## src/rtl/ysyx_22041412_wb_arb_pkg.sv

```systemverilog
// Purpose: shared widths, source IDs and helpers for the writeback arbiter slice.
// Latency: n/a (types and constants only).
// Backpressure: n/a.
// Contents: XLEN, NREG, REG_IDX_W, default starvation limit, src_e, idxOneHot().
package ysyx_22041412_wb_arb_pkg;

    localparam int XLEN           = 64;
    localparam int NREG           = 32;
    localparam int REG_IDX_W      = 5;
    localparam int STARVE_LIM_DEF = 4;

    typedef logic [REG_IDX_W-1:0] regIdx_t;
    typedef logic [XLEN-1:0]      xlen_t;
    typedef logic [NREG-1:0]      regVec_t;

    // Result source identifiers; SRC_NONE means no grant this cycle.
    typedef enum logic [1:0] {
        SRC_NONE = 2'd0,
        SRC_ALU  = 2'd1,
        SRC_LSU  = 2'd2,
        SRC_MDU  = 2'd3
    } src_e;

    function automatic regVec_t idxOneHot(input regIdx_t idx);
        regVec_t v;
        v      = '0;
        v[idx] = 1'b1;
        return v;
    endfunction

endpackage

```

## src/rtl/ysyx_22041412_wb_arb_if.sv

```systemverilog
// Purpose: one execution-unit result channel (valid/ready + destination + data).
// Latency: n/a (wires only).
// Backpressure: producer holds valid/rd/data stable until ready is seen high.
// Modports: master = producing unit (drives valid/rd/data), slave = arbiter (drives ready).
interface ysyx_22041412_wb_arb_if;
    import ysyx_22041412_wb_arb_pkg::*;

    logic    valid;
    logic    ready;
    regIdx_t rd;
    xlen_t   data;

    modport master (output valid, output rd, output data, input ready);
    modport slave  (input valid, input rd, input data, output ready);

endinterface

```

## src/rtl/ysyx_22041412_wb_arb_scoreboard.sv

```systemverilog
// Purpose: per-GPR pending-write bits with three combinational hazard queries.
// Latency: set/clear take effect at the clock edge; queries are combinational.
// Backpressure: none; decode must not issue a destination already busy.
// Ports: clk, rst; setVld/setIdx (issue), clrVld/clrIdx (GPR write cycle);
//        rs1Idx/rs2Idx/rdIdx -> rs1Busy/rs2Busy/rdBusy.
// Option WB_BYPASS_EN: rs1/rs2 queries ignore the register being written this cycle.
module ysyx_22041412_wb_arb_scoreboard
    import ysyx_22041412_wb_arb_pkg::*;
(
    input  logic    clk,
    input  logic    rst,
    input  logic    setVld,
    input  regIdx_t setIdx,
    input  logic    clrVld,
    input  regIdx_t clrIdx,
    input  regIdx_t rs1Idx,
    input  regIdx_t rs2Idx,
    input  regIdx_t rdIdx,
    output logic    rs1Busy,
    output logic    rs2Busy,
    output logic    rdBusy
);

    regVec_t busyVec;
    regVec_t busyNext;
    regVec_t setMask;
    regVec_t clrMask;

    always_comb begin
        setMask = '0;
        clrMask = '0;
        if (setVld && setIdx != '0) setMask = idxOneHot(setIdx);
        if (clrVld)                 clrMask = idxOneHot(clrIdx);
        // Set is applied after clear so a re-issue in the write cycle stays pending.
        busyNext    = (busyVec & ~clrMask) | setMask;
        busyNext[0] = 1'b0;
    end

    always_ff @(posedge clk) begin
        if (rst) busyVec <= '0;
        else     busyVec <= busyNext;
    end

    function automatic logic isBusy(input regIdx_t idx);
        return (idx != '0) && busyVec[idx];
    endfunction

`ifdef WB_BYPASS_EN
    // The value being written this cycle is forwarded, so the source operand is free.
    function automatic logic fwdHit(input regIdx_t idx);
        return clrVld && (idx == clrIdx);
    endfunction

    assign rs1Busy = isBusy(rs1Idx) && !fwdHit(rs1Idx);
    assign rs2Busy = isBusy(rs2Idx) && !fwdHit(rs2Idx);
`else
    assign rs1Busy = isBusy(rs1Idx);
    assign rs2Busy = isBusy(rs2Idx);
`endif
    assign rdBusy = isBusy(rdIdx);

endmodule

```

## src/rtl/ysyx_22041412_wb_arb.sv

```systemverilog
// Purpose: writeback arbiter (ALU > LSU > MDU with starvation promotion) driving the GPR write port.
// Latency: handshake in cycle T -> registered rf_wen/rf_rd/rf_wdata in T+1.
// Backpressure: *_ready is the combinational grant; at most one source accepted per cycle.
// Ports: clk, rst (sync, active-high); iss_valid/iss_rd; alu/lsu/mdu result channels (slave);
//        rf_wen/rf_rd/rf_wdata; rs1/rs2/rd -> rs1_busy/rs2_busy/rd_busy.
// Option WB_BYPASS_EN: adds rs1_fwd/rs2_fwd carrying rf_wdata when rsN matches the write.
module ysyx_22041412_wb_arb
    import ysyx_22041412_wb_arb_pkg::*;
#(
    parameter int STARVE_LIM = STARVE_LIM_DEF
)
(
    input  logic                         clk,
    input  logic                         rst,
    input  logic                         iss_valid,
    input  regIdx_t                      iss_rd,
    ysyx_22041412_wb_arb_if.slave        alu,
    ysyx_22041412_wb_arb_if.slave        lsu,
    ysyx_22041412_wb_arb_if.slave        mdu,
    output logic                         rf_wen,
    output regIdx_t                      rf_rd,
    output xlen_t                        rf_wdata,
    input  regIdx_t                      rs1,
    input  regIdx_t                      rs2,
    input  regIdx_t                      rd,
    output logic                         rs1_busy,
    output logic                         rs2_busy,
    output logic                         rd_busy
`ifdef WB_BYPASS_EN
    ,
    output xlen_t                        rs1_fwd,
    output xlen_t                        rs2_fwd
`endif
);

    localparam int CNT_W = $clog2(STARVE_LIM + 1);
    typedef logic [CNT_W-1:0] cnt_t;
    localparam cnt_t CNT_MAX = cnt_t'(STARVE_LIM);

    cnt_t    lsuCnt;
    cnt_t    mduCnt;
    src_e    grant;
    regIdx_t selRd;
    xlen_t   selData;
    logic    wrReal;

    // Only the two lower-priority sources can starve, so only they carry counters.
    wire lsuSat = lsu.valid && (lsuCnt == CNT_MAX);
    wire mduSat = mdu.valid && (mduCnt == CNT_MAX);

    always_comb begin
        grant = SRC_NONE;
        if (!rst) begin
            if      (lsuSat)    grant = SRC_LSU;
            else if (mduSat)    grant = SRC_MDU;
            else if (alu.valid) grant = SRC_ALU;
            else if (lsu.valid) grant = SRC_LSU;
            else if (mdu.valid) grant = SRC_MDU;
        end
    end

    assign alu.ready = (grant == SRC_ALU);
    assign lsu.ready = (grant == SRC_LSU);
    assign mdu.ready = (grant == SRC_MDU);

    always_comb begin
        selRd   = '0;
        selData = '0;
        case (grant)
            SRC_ALU: begin selRd = alu.rd; selData = alu.data; end
            SRC_LSU: begin selRd = lsu.rd; selData = lsu.data; end
            SRC_MDU: begin selRd = mdu.rd; selData = mdu.data; end
            default: ;
        endcase
    end

    // x0 results complete the handshake but never reach the register file.
    assign wrReal = (grant != SRC_NONE) && (selRd != '0);

    // Counter clears whenever the source is idle or served, so dropping valid resets it.
    function automatic cnt_t cntNext(input logic v, input logic r, input cnt_t c);
        if (!v || r)          return '0;
        else if (c == CNT_MAX) return c;
        else                   return c + cnt_t'(1);
    endfunction

    always_ff @(posedge clk) begin
        if (rst) begin
            lsuCnt <= '0;
            mduCnt <= '0;
        end else begin
            lsuCnt <= cntNext(lsu.valid, lsu.ready, lsuCnt);
            mduCnt <= cntNext(mdu.valid, mdu.ready, mduCnt);
        end
    end

    always_ff @(posedge clk) begin
        if (rst) begin
            rf_wen   <= 1'b0;
            rf_rd    <= '0;
            rf_wdata <= '0;
        end else begin
            rf_wen <= wrReal;
            if (wrReal) begin
                rf_rd    <= selRd;
                rf_wdata <= selData;
            end
        end
    end

    ysyx_22041412_wb_arb_scoreboard u_sb (
        .clk     (clk),
        .rst     (rst),
        .setVld  (iss_valid),
        .setIdx  (iss_rd),
        .clrVld  (rf_wen),
        .clrIdx  (rf_rd),
        .rs1Idx  (rs1),
        .rs2Idx  (rs2),
        .rdIdx   (rd),
        .rs1Busy (rs1_busy),
        .rs2Busy (rs2_busy),
        .rdBusy  (rd_busy)
    );

`ifdef WB_BYPASS_EN
    assign rs1_fwd = (rf_wen && rs1 == rf_rd) ? rf_wdata : '0;
    assign rs2_fwd = (rf_wen && rs2 == rf_rd) ? rf_wdata : '0;
`endif

endmodule
```

## src/flat_wrapper.sv

```systemverilog
// flat-port wrapper written by rule: the top's interface ports become plain ports
module ysyx_22041412_wb_arb_flat import ysyx_22041412_wb_arb_pkg::*;
#(
    parameter int STARVE_LIM = STARVE_LIM_DEF
)
  (clk, rst, iss_valid, iss_rd, rf_wen, rf_rd, rf_wdata, rs1, rs2, rd, rs1_busy, rs2_busy, rd_busy, alu_valid, alu_rd, alu_data, alu_ready, lsu_valid, lsu_rd, lsu_data, lsu_ready, mdu_valid, mdu_rd, mdu_data, mdu_ready);
  ysyx_22041412_wb_arb_if alu_i ();
  ysyx_22041412_wb_arb_if lsu_i ();
  ysyx_22041412_wb_arb_if mdu_i ();
  input  logic clk;
  input  logic rst;
  input  logic iss_valid;
  input  regIdx_t iss_rd;
  output logic rf_wen;
  output regIdx_t rf_rd;
  output xlen_t rf_wdata;
  input  regIdx_t rs1;
  input  regIdx_t rs2;
  input  regIdx_t rd;
  output logic rs1_busy;
  output logic rs2_busy;
  output logic rd_busy;
  input wire logic [$bits(alu_i.valid)-1:0] alu_valid;
  input wire logic [$bits(alu_i.rd)-1:0] alu_rd;
  input wire logic [$bits(alu_i.data)-1:0] alu_data;
  output wire logic [$bits(alu_i.ready)-1:0] alu_ready;
  input wire logic [$bits(lsu_i.valid)-1:0] lsu_valid;
  input wire logic [$bits(lsu_i.rd)-1:0] lsu_rd;
  input wire logic [$bits(lsu_i.data)-1:0] lsu_data;
  output wire logic [$bits(lsu_i.ready)-1:0] lsu_ready;
  input wire logic [$bits(mdu_i.valid)-1:0] mdu_valid;
  input wire logic [$bits(mdu_i.rd)-1:0] mdu_rd;
  input wire logic [$bits(mdu_i.data)-1:0] mdu_data;
  output wire logic [$bits(mdu_i.ready)-1:0] mdu_ready;
  assign alu_i.valid = alu_valid;
  assign alu_i.rd = alu_rd;
  assign alu_i.data = alu_data;
  assign alu_ready = alu_i.ready;
  assign lsu_i.valid = lsu_valid;
  assign lsu_i.rd = lsu_rd;
  assign lsu_i.data = lsu_data;
  assign lsu_ready = lsu_i.ready;
  assign mdu_i.valid = mdu_valid;
  assign mdu_i.rd = mdu_rd;
  assign mdu_i.data = mdu_data;
  assign mdu_ready = mdu_i.ready;
  ysyx_22041412_wb_arb #(.STARVE_LIM(STARVE_LIM)) u_core (.clk(clk), .rst(rst), .iss_valid(iss_valid), .iss_rd(iss_rd), .alu(alu_i), .lsu(lsu_i), .mdu(mdu_i), .rf_wen(rf_wen), .rf_rd(rf_rd), .rf_wdata(rf_wdata), .rs1(rs1), .rs2(rs2), .rd(rd), .rs1_busy(rs1_busy), .rs2_busy(rs2_busy), .rd_busy(rd_busy));
endmodule
```

## config.mk

```make
export PLATFORM = sky130hd
export DESIGN_NAME = ysyx_22041412_wb_arb_flat
export DESIGN_NICKNAME = d
export VERILOG_FILES = /design/src/rtl/ysyx_22041412_wb_arb_pkg.sv /design/src/rtl/ysyx_22041412_wb_arb_if.sv /design/src/rtl/ysyx_22041412_wb_arb_scoreboard.sv /design/src/rtl/ysyx_22041412_wb_arb.sv /design/src/flat_wrapper.sv
export SDC_FILE = /design/constraint.sdc
export NUM_CORES = 1
export LEC_CHECK = 0
export ABC_AREA = 0
export CORE_ASPECT_RATIO = 0.7
export CORE_UTILIZATION = 41
export CTS_CLUSTER_SIZE = 28
export DETAILED_ROUTE_END_ITERATION = 8
export PLACE_DENSITY = 0.82
export SLEW_MARGIN = 20
export SYNTH_ARGS = -nofsm -noshare
export SYNTH_HDL_FRONTEND = slang
export SYNTH_SLANG_ARGS = --single-unit
```

## constraint.sdc

```tcl
create_clock -name clk -period 3.8 [get_ports clk]
set_clock_uncertainty 0.15 [all_clocks]
set_input_delay 0.76 -clock clk [delete_from_list [all_inputs] [get_ports clk]]
set_output_delay 0.76 -clock clk [all_outputs]
set_load 0.02 [all_outputs]
```

==> results by group <==
Outcome
  • Outcome: finished clean

Floorplanning
  • Row cnt: 36
  • Initial core utilization: 42.76%
  • Core area: 0.01419 mm²
  • # IOs: 309
  • Die width: 147.4 µm
  • Die H: 103.8 µm
  • Full die area: 0.01530 mm²

Routing
  • Met2 wire length: 10,930 µm
  • Wire length on met3: 1883 µm
  • Mean routed wirelength per cell: 20.91 µm
  • Overall routed net length: 22,750 µm
  • Top sig layer: met4
  • Routed vias/inst: 5.887
  • Pre-antenna DRT Iters: 9
  • DRT met1 WL: 8982 µm
  • Total vias in the final route: 6,405
  • Initial DRC Count: 636
  • DRC violations left: 0
  • Antenna viol nets, final: 0

Finish
  • Synthesis-to-layout area growth: 58.84%
  • Antenna Diode Count: 0
  • Final design utilization: 67.92%
  • Layout net count: 1,130
  • Layout cell share with drive strength beyond 1: 10.80%

Worst hold path
  • Worst hold-check path type: flip-flop to flip-flop
  • Worst Hold Path Cells: 2

Worst setup path
  • CP endpoint kind: primary output
  • Critical Path RT: 2.89 ns
  • CP arrival: 2.83 ns
  • CP Class: primary input to primary output
  • Crit-path max FO: 9
  • R2R cell count: 10
  • Nature of the critical path startpoint: primary input
  • Crit path top cell by count: mux4_2
  • CP cell instances: clkdlybuf4s50_1 > buf_12 > mux4_2 > mux4_2 > mux2_2 > buf_2
  • Critical path's slowest cell: clkdlybuf4s50_1
  • Critical Path Max Stage Delay: 0.51 ns

STA
  • Setup violators final: 0
  • Crit path time final: 3.736 ns
  • Max Fclk: 0.2677 GHz
  • Max Slew Vio Count: 0
  • Setup total negative slack: 0 ns
  • RSZ-0062 raised after global routing: no
  • Hold WS: 0.3244 ns
  • Rel. slew slack: 47.66%
  • Slew of the pin with the lowest slew margin: 0.7851 ns
  • Final hold viol count: 0
  • Final period util: 98.31%

Synthesis
  • Gate Count Post-Synth: 598
  • #FFs+latches synth: 107
  • Distinct cells, synth: 54
  • YS warnings: 0
  • Syn_nets: 835
  • Fraction of registers with async set/reset: 0%
  • Avg Cell Area, Syn: 10.15 µm²
  • Post-synthesis sequential area ratio: 35.31%
  • Post-synth EDFFs: 0
  • Mapped Area: 0.006067 mm²
  • Post-synth top flop: dfxtp_1

Global routing
  • Vias in the first global route: 6,311
  • Total GRT Usage: 29.78%
  • Largest net degree at the start of global routing: 91
  • Antenna violations before repair: 0
  • Overflow after GRT: 0
  • First-pass GRT wire length: 35,210 µm

Clock network
  • # Post-CTS Setup Buffers: 0
  • # clock sinks: 107
  • H-tree depth: 3
  • Num CTS Buffers: 9
  • CTS max path bufs: 2
  • TritonCTS clock tree: yes
  • CTS clk-pin slew, worst paths: 0.07 ns
  • Root Buffer: clkbuf_16
  • Clk_lat worst skew: 0.34 ns

Place
  • Hpwl dp: 17,270 µm
  • I/O Buffers: 308
  • Routability cong.: 0.8853

Flow run
  • Maxcap violations: 0

Power
  • PD cells: 308.4 mW/mm²
  • P_leak: 3.493 nW
  • VDD IR-drop max: 0.2259 mV
cells in the mapped netlist (5+ instances only):
cell type / n / area share (%)
a21oi_1: 37 / 3.1
a222oi_1: 64 / 11
and3_1: 5 / 0.52
buf_12: 6 / 2.0
clkbuf_1: 35 / 2.2
dfxtp_1: 107 / 35
inv_1: 6 / 0.37
mux2_2: 6 / 1.1
mux2i_1: 64 / 11
mux4_2: 27 / 10
nand2_1: 42 / 2.6
nand2b_1: 63 / 6.5
nand3_1: 10 / 0.82
nand3b_1: 6 / 0.74
nor2_1: 7 / 0.43
nor3b_1: 5 / 0.62
o21ai_0: 37 / 3.1
layout make-up:
type / count / area, µm²
clock inverter: 6 / 40.04
timing repair buffer: 335 / 3336
sequential: 107 / 2142
multi-input combinational: 434 / 3620
inverter: 6 / 22.52
tap: 190 / 237.7
clock buffer: 10 / 239.0
fill: 1146 / 4552
layer usage:
| layer | up-vias | global-route usage, % |
|---|---|---|
| met5 | - | 0 |
| met4 | 0 | 13.84 |
| met3 | 56 | 7.093 |
| met2 | 337 | 48.72 |
| met1 | 3071 | 36.93 |
| li1 | 2941 | - |
cell families after synthesis:
kind of cell,count (synthesis),share of synthesized area (%)
compound gates,168,21.18
simple gates,163,15.14
flops,107,35.31
mux,98,21.94
buf+inv,57,5.465
fa+ha+maj,4,0.8249
xor+xnor,1,0.1444
stage by stage:
stage                     area [µm²]  setup slack (ns)  power (mW)  instances
final                           9637           0.06415       2.972       1088
after global routing            9637          0.007364       3.096       1088
after CTS                       9609           0.04760       2.984       1087
after detailed placement        9345           -0.3156       2.098       1071
after global placement          9345           -0.3003       2.091       1071
after floorplan                 6067            0.3952       1.626        598
worst max-delay path: cells and delay by family:
kind	cells	cell delay, ns
buffers and inverters	3	0.82
muxes	3	1.25
repair_timing:
action | CTS | global route
resized for setup | 12 | 1
hold buffers | 0 | 0
gates cloned | 0 | 1
setup endpoints to repair | 3 | 1
registers in the layout, summed over array words and instances, names as in the netlist:
signal / count
u_core.rf_wdata: 64
u_core.u_sb.busyVec: 31
u_core.rf_rd: 5
u_core.mduCnt: 3
u_core.rf_wen: 1
u_core.lsuCnt: 3
power by group:
part,switching (mW),total (mW),internal [mW]
clock network,0.429,0.892,0.463
logic,0.362,0.840,0.478
registers,0.0503,1.24,1.19
final timing paths:
check,slack [ns],from,to
max reg2reg,1.00,u_core.mduCnt[0],u_core.rf_wdata[27]
min reg2reg,0.32,u_core.rf_wdata[26],u_core.rf_wdata[26]
max,0.06,rs2[0],rs2_busy
min,0.32,u_core.rf_wdata[26],u_core.rf_wdata[26]
placed cells by master, fill, tap and decap left out, drive strengths merged, types with 11 or more instances in the layout:
master | Yosys | routed
o21ai | 38 | 38
mux2i | 64 | 64
nand2 | 43 | 43
mux4 | 27 | 27
clkbuf | 35 | 11
nand3 | 11 | 11
buf | 16 | 30
nand2b | 63 | 63
dfxtp | 107 | 107
clkdlybuf4s50 | 0 | 303
a21oi | 38 | 38
a222oi | 64 | 64
Note: power is estimated with default switching activity, not from simulation.
